==> config.mk <==
export PLATFORM = sky130hd
export DESIGN_NAME = axi4_lite_mst
export DESIGN_NICKNAME = d
export VERILOG_FILES = /design/src/rtl/axi4_lite_mst.sv
export SDC_FILE = /design/constraint.sdc
export NUM_CORES = 1
export LEC_CHECK = 0
export ABC_CLOCK_PERIOD_IN_PS = 1600
export BUFFER_PORTS_ARGS = -buffer_cell sky130_fd_sc_hd__buf_2
export CORE_MARGIN = 2
export CORE_UTILIZATION = 40
export CTS_CLUSTER_SIZE = 30
export DETAILED_ROUTE_END_ITERATION = 7
export GPL_TIMING_DRIVEN = 1
export PLACE_DENSITY_LB_ADDON = 0.08
export SYNTH_ARGS = -nofsm -noshare
export SYNTH_HDL_FRONTEND = slang
export SYNTH_SLANG_ARGS = --single-unit
export TNS_END_PERCENT = 5
==> constraint.sdc <==
create_clock -name aclk_i -period 1.6 [get_ports aclk_i]
set_input_delay 0.48 -clock aclk_i [delete_from_list [all_inputs] [get_ports aclk_i]]
set_output_delay 0.48 -clock aclk_i [all_outputs]
set_load 0.05 [all_outputs]
==> src/rtl/axi4_lite_mst.sv <==
// AXI4-Lite master with one transaction outstanding: it pulls a command from a FWFT FIFO,
// runs one AXI read or write, and pushes the response into a response FIFO.
module axi4_lite_mst #(
    parameter int g_axi_addr_width = 28
) (
    input  logic                         aclk_i,
    input  logic                         areset_n_i,
    input  logic                         cmd_empty_i,
    input  logic [g_axi_addr_width+36:0] cmd_data_i,
    output logic                         cmd_pull_o,
    input  logic                         rsp_full_i,
    output logic [34:0]                  rsp_data_o,
    output logic                         rsp_push_o,
    output logic                         awvalid_o,
    input  logic                         awready_i,
    output logic [g_axi_addr_width-1:0]  awaddr_o,
    output logic [2:0]                   awprot_o,
    output logic                         wvalid_o,
    input  logic                         wready_i,
    output logic [31:0]                  wdata_o,
    output logic [3:0]                   wstrb_o,
    input  logic                         bvalid_i,
    output logic                         bready_o,
    input  logic [1:0]                   bresp_i,
    output logic                         arvalid_o,
    input  logic                         arready_i,
    output logic [g_axi_addr_width-1:0]  araddr_o,
    output logic [2:0]                   arprot_o,
    input  logic                         rvalid_i,
    output logic                         rready_o,
    input  logic [31:0]                  rdata_i,
    input  logic [1:0]                   rresp_i,
    output logic                         busy_o
);

    localparam int AW = g_axi_addr_width;
    localparam int CW = AW + 37;

    typedef enum logic [2:0] {
        ST_IDLE    = 3'd0,
        ST_FETCH   = 3'd1,
        ST_WR_REQ  = 3'd2,
        ST_WR_RESP = 3'd3,
        ST_RD_REQ  = 3'd4,
        ST_RD_RESP = 3'd5,
        ST_PUSH    = 3'd6
    } state_t;

    state_t          state_r;
    state_t          state_s;
    logic            aw_done_r;
    logic            aw_done_s;
    logic            w_done_r;
    logic            w_done_s;
    logic            hold_we_r;
    logic            hold_we_s;
    logic [AW-1:0]   hold_addr_r;
    logic [AW-1:0]   hold_addr_s;
    logic [31:0]     hold_wdata_r;
    logic [31:0]     hold_wdata_s;
    logic [3:0]      hold_wstrb_r;
    logic [3:0]      hold_wstrb_s;
    logic [34:0]     rsp_data_r;
    logic [34:0]     rsp_data_s;
    logic            cmd_pull_r;
    logic            cmd_pull_s;
    logic            rsp_push_r;
    logic            rsp_push_s;
    logic            awvalid_r;
    logic            awvalid_s;
    logic            wvalid_r;
    logic            wvalid_s;
    logic            bready_r;
    logic            bready_s;
    logic            arvalid_r;
    logic            arvalid_s;
    logic            rready_r;
    logic            rready_s;
    logic            busy_r;
    logic            busy_s;

    // Next state, per-channel handshake tracking, command latch and response capture
    always_comb begin
        state_s      = state_r;
        aw_done_s    = 1'b0;
        w_done_s     = 1'b0;
        hold_we_s    = hold_we_r;
        hold_addr_s  = hold_addr_r;
        hold_wdata_s = hold_wdata_r;
        hold_wstrb_s = hold_wstrb_r;
        rsp_data_s   = rsp_data_r;
        case (state_r)
            ST_IDLE: begin
                if (!cmd_empty_i) begin
                    state_s = ST_FETCH;
                end else begin
                    state_s = ST_IDLE;
                end
            end
            ST_FETCH: begin
                hold_we_s    = cmd_data_i[CW-1];
                hold_addr_s  = cmd_data_i[AW+35:36];
                hold_wdata_s = cmd_data_i[35:4];
                hold_wstrb_s = cmd_data_i[3:0];
                if (cmd_data_i[CW-1]) begin
                    state_s = ST_WR_REQ;
                end else begin
                    state_s = ST_RD_REQ;
                end
            end
            ST_WR_REQ: begin
                // AW and W complete independently; leave only once both are done
                aw_done_s = aw_done_r | (awvalid_r & awready_i);
                w_done_s  = w_done_r | (wvalid_r & wready_i);
                if (aw_done_r && w_done_r) begin
                    state_s = ST_WR_RESP;
                end else begin
                    state_s = ST_WR_REQ;
                end
            end
            ST_WR_RESP: begin
                if (bready_r && bvalid_i) begin
                    rsp_data_s = {hold_we_r, 32'h0000_0000, bresp_i};
                    state_s    = ST_PUSH;
                end else begin
                    state_s = ST_WR_RESP;
                end
            end
            ST_RD_REQ: begin
                if (arvalid_r && arready_i) begin
                    state_s = ST_RD_RESP;
                end else begin
                    state_s = ST_RD_REQ;
                end
            end
            ST_RD_RESP: begin
                if (rready_r && rvalid_i) begin
                    rsp_data_s = {1'b0, rdata_i, rresp_i};
                    state_s    = ST_PUSH;
                end else begin
                    state_s = ST_RD_RESP;
                end
            end
            ST_PUSH: begin
                if (rsp_push_r) begin
                    state_s = ST_IDLE;
                end else begin
                    state_s = ST_PUSH;
                end
            end
            default: begin
                state_s = ST_IDLE;
            end
        endcase
    end

    // Output flops are loaded from the next state so each output is a clean register.
    // The full flag only falls on its own, so sampling it one cycle early never overfills.
    always_comb begin
        cmd_pull_s = (state_s == ST_FETCH);
        awvalid_s  = (state_s == ST_WR_REQ) && !aw_done_s;
        wvalid_s   = (state_s == ST_WR_REQ) && !w_done_s;
        bready_s   = (state_s == ST_WR_RESP);
        arvalid_s  = (state_s == ST_RD_REQ);
        rready_s   = (state_s == ST_RD_RESP);
        rsp_push_s = (state_s == ST_PUSH) && !rsp_full_i;
        busy_s     = (state_s != ST_IDLE);
    end

    // State, holding and output registers
    always_ff @(posedge aclk_i or negedge areset_n_i) begin
        if (!areset_n_i) begin
            state_r      <= ST_IDLE;
            aw_done_r    <= 1'b0;
            w_done_r     <= 1'b0;
            hold_we_r    <= 1'b0;
            hold_addr_r  <= {AW{1'b0}};
            hold_wdata_r <= 32'h0000_0000;
            hold_wstrb_r <= 4'h0;
            rsp_data_r   <= 35'h0_0000_0000;
            cmd_pull_r   <= 1'b0;
            rsp_push_r   <= 1'b0;
            awvalid_r    <= 1'b0;
            wvalid_r     <= 1'b0;
            bready_r     <= 1'b0;
            arvalid_r    <= 1'b0;
            rready_r     <= 1'b0;
            busy_r       <= 1'b0;
        end else begin
            state_r      <= state_s;
            aw_done_r    <= aw_done_s;
            w_done_r     <= w_done_s;
            hold_we_r    <= hold_we_s;
            hold_addr_r  <= hold_addr_s;
            hold_wdata_r <= hold_wdata_s;
            hold_wstrb_r <= hold_wstrb_s;
            rsp_data_r   <= rsp_data_s;
            cmd_pull_r   <= cmd_pull_s;
            rsp_push_r   <= rsp_push_s;
            awvalid_r    <= awvalid_s;
            wvalid_r     <= wvalid_s;
            bready_r     <= bready_s;
            arvalid_r    <= arvalid_s;
            rready_r     <= rready_s;
            busy_r       <= busy_s;
        end
    end

    assign cmd_pull_o = cmd_pull_r;
    assign rsp_push_o = rsp_push_r;
    assign rsp_data_o = rsp_data_r;
    assign awvalid_o  = awvalid_r;
    assign awaddr_o   = hold_addr_r;
    assign awprot_o   = 3'b000;
    assign wvalid_o   = wvalid_r;
    assign wdata_o    = hold_wdata_r;
    assign wstrb_o    = hold_wstrb_r;
    assign bready_o   = bready_r;
    assign arvalid_o  = arvalid_r;
    assign araddr_o   = hold_addr_r;
    assign arprot_o   = 3'b000;
    assign rready_o   = rready_r;
    assign busy_o     = busy_r;

endmodule

==> reports/qor.csv <==
metric,value,unit
root buf cell,clkbuf_8,
Min-Delay Path Class,in2reg,
Fill cells,805,
CP cell instances,buf_2,
synth unique cells,30,
DP Worst Slack,0.04447,ns
HPWL after DPL,7972,µm
failing checks,setup timing,
clock slew at reported path FFs,0.05,ns
GP Congestion,0.8162,
number of global-route vias before repair,3383,
Die ar.,12090,µm²
fin crit period,1.607,ns
"most common cell after layout, fill and taps aside",buf_2,
die extent in y,109.9,µm
Core Rows,38,
CTS tree,built,
synthesized area per cell,14.25,µm²
Post-synth EDFFs,0,
number of nets in the layout,661,
Crit. End Element,output pin,
synth warn,0,
GRT overflow,0,
htree depth,4,
outcome,"finished, violations left",
Fin Clk Skew,0.006129,ns
cell area after synthesis,4489,µm²
met3 WL post-DR,1157,µm
Leak,3.659,nW
clk sinks,113,
critical path launch point type,flip-flop,
# Max-Cap Violations,0,
maximum vdd drop,1800,µV
CTS Buf Count,17,
Final Hold Fails,0,
fmax,0.6224,GHz
vias per cell,4.760,
Max Used Layer,met4,
design area,7254,µm²
Max stage delay on crit path,0.36,ns
"Async S/R FF share, synth",1.000,
WP buf/inv,1,
vias,3351,
post-route ant nets,0,
CP Data Required Time,1.12,ns
Final WS setup,-0.006806,ns
CP max stage cell,dfrtp_1,
"commonest cells after routing, fill and taps aside","110 x buf_2, 109 x dfrtp_1, 109 x buf_6, 65 x mux2_2, 35 x buf_4",
PwrDens,2724,nW/µm²
gate family responsible for the most delay along the worst path,flip-flops,
Layout Area Growth over Synthesis,61.59,%
Post-DP Area,5774,µm²
Worst-Skew Late Latency,0.50,ns
post-synthesis sequential area ratio,0.6299,
first-pass detailed-route iteration total,4,
share of cells above drive strength 1,0.6489,
clock buffer depth,2,
met1 wire length,4161,µm
"Slew Viols, Final",0,
Worst Path Max Fanout,3,
pin count of the biggest net entering global routing,39,
Wirelength per Cell,16.12,µm
final cycle utilization of the critical path,1.004,
Crit Path Class,reg2out,
starting density of the core,0.4123,
final setup violation count,2,
DRT Wirelength,11350,µm
global-route wire length before repair,16710,µm
RSZ-0062 raised after global routing,true,
initial antenna violation count,0,
WP data arrival,1.13,ns
Antenna Diode Count,0,
top_reg_cell synth,dfrtp_1,
die span in x,109.9,µm
CORE AREA,10890,µm²
number of top-level pins,251,
DRC viols,0,
Synth Register Bits,113,
cell count after synthesis,315,
DR iter-0 viols,117,
overall fraction of global-route tracks in use,0.1877,
routed wl met2,5879,µm
port bufs,244,
synthesized netlist by cell type, drive strengths merged (2+ instances only):
cell	instances	area share
nor3b	2	0.0033
buf	50	0.079
a21oi	3	0.0033
mux2	65	0.16
nand3	2	0.0022
nor2	8	0.0067
inv	4	0.0033
nand2	8	0.0067
and3	2	0.0028
nor3	6	0.0078
o21ai	6	0.0067
dfrtp	113	0.63
a22o	32	0.062
mux2i	2	0.0045
path summary, 6_finish.rpt:
| kind | from | end | slack (ns) | cells after the start |
|---|---|---|---|---|
| hold reg to reg | rsp_data_o[15]$_DFFE_PN0P_ | rsp_data_o[15]$_DFFE_PN0P_ | 0.50 | 1 |
| max in group asynchronous | areset_n_i | araddr_o[8]$_DFFE_PN0N_ | 0.55 | 3 |
| min in group asynchronous | areset_n_i | araddr_o[27]$_DFFE_PN0N_ | 0.47 | 2 |
| hold / removal | rsp_full_i | rsp_push_o$_DFF_PN0_ | 0.14 | 2 |
| setup / recovery | araddr_o[8]$_DFFE_PN0N_ | awaddr_o[8] | -0.007 | 1 |
| setup reg to reg | state_r[2]$_DFF_PN0_ | araddr_o[5]$_DFFE_PN0N_ | 0.09 | 4 |
layer usage:
metal | vias to the layer above | GRT usage
li1 | 1552 | -
met4 | 0 | 0.07414
met5 | - | 0
met1 | 1613 | 0.2069
met2 | 172 | 0.3173
met3 | 14 | 0.08239
timing repair:
action,CTS,global route
pin swaps,0,2
buffers inserted,0,1
endpoints found under the hold margin,27,0
endpoints found under the setup margin,135,185
hold buffers,1,0
resized for setup,145,104
metrics by stage:
step / utilization / hold WS [ns] / power [mW] / setup TNS [ns] / std cells
2_1_floorplan: - / 0.1844 / 11.80 / 0 / 320
3_3_place_gp: 0.5303 / 0.4546 / 13.41 / 0 / 670
3_5_place_dp: 0.5303 / 0.4642 / 13.50 / 0 / 670
4_1_cts: 0.6313 / 0.1161 / 19.05 / -0.3310 / 703
5_1_grt: 0.6663 / 0.1170 / 20.60 / -1.091 / 704
6_report: 0.6663 / 0.1409 / 19.76 / -0.01290 / 704
power breakdown:
| part | switching, mW | internal [mW] | leakage, nW |
|---|---|---|---|
| sequential | 1.01 | 4.06 | 1.42 |
| clock | 1.23 | 3.21 | 0.344 |
| combinational | 6.56 | 3.70 | 1.89 |
layout make-up:
type / instances / area, µm² / share of cell area
repair buffers: 263 / 2206 / 0.3041
clock buffers: 23 / 486.7 / 0.06709
flip-flops and latches: 113 / 2833 / 0.3905
well taps: 140 / 175.2 / 0.02415
inverters: 4 / 15.01 / 0.002070
clock inverters: 9 / 222.7 / 0.03070
multi-input cells: 152 / 1316 / 0.1814
flip-flops by register name, indices dropped and copies added, names as in the netlist, 3 cells and up:
signal / cells
wstrb_o: 4
wdata_o: 32
rsp_data_o: 35
araddr_o: 28
state_r: 3
cell families (layout without fill, tap and decap cells):
kind of cell,after synthesis,after routing,share of synthesized area
simple gates,36,36,0.04237
buf+inv,55,299,0.08277
flops,113,113,0.6299
mux,67,67,0.1675
compound gates,43,43,0.07664
other cells,1,6,0.0008353
Power figures use the tool's default switching activity.
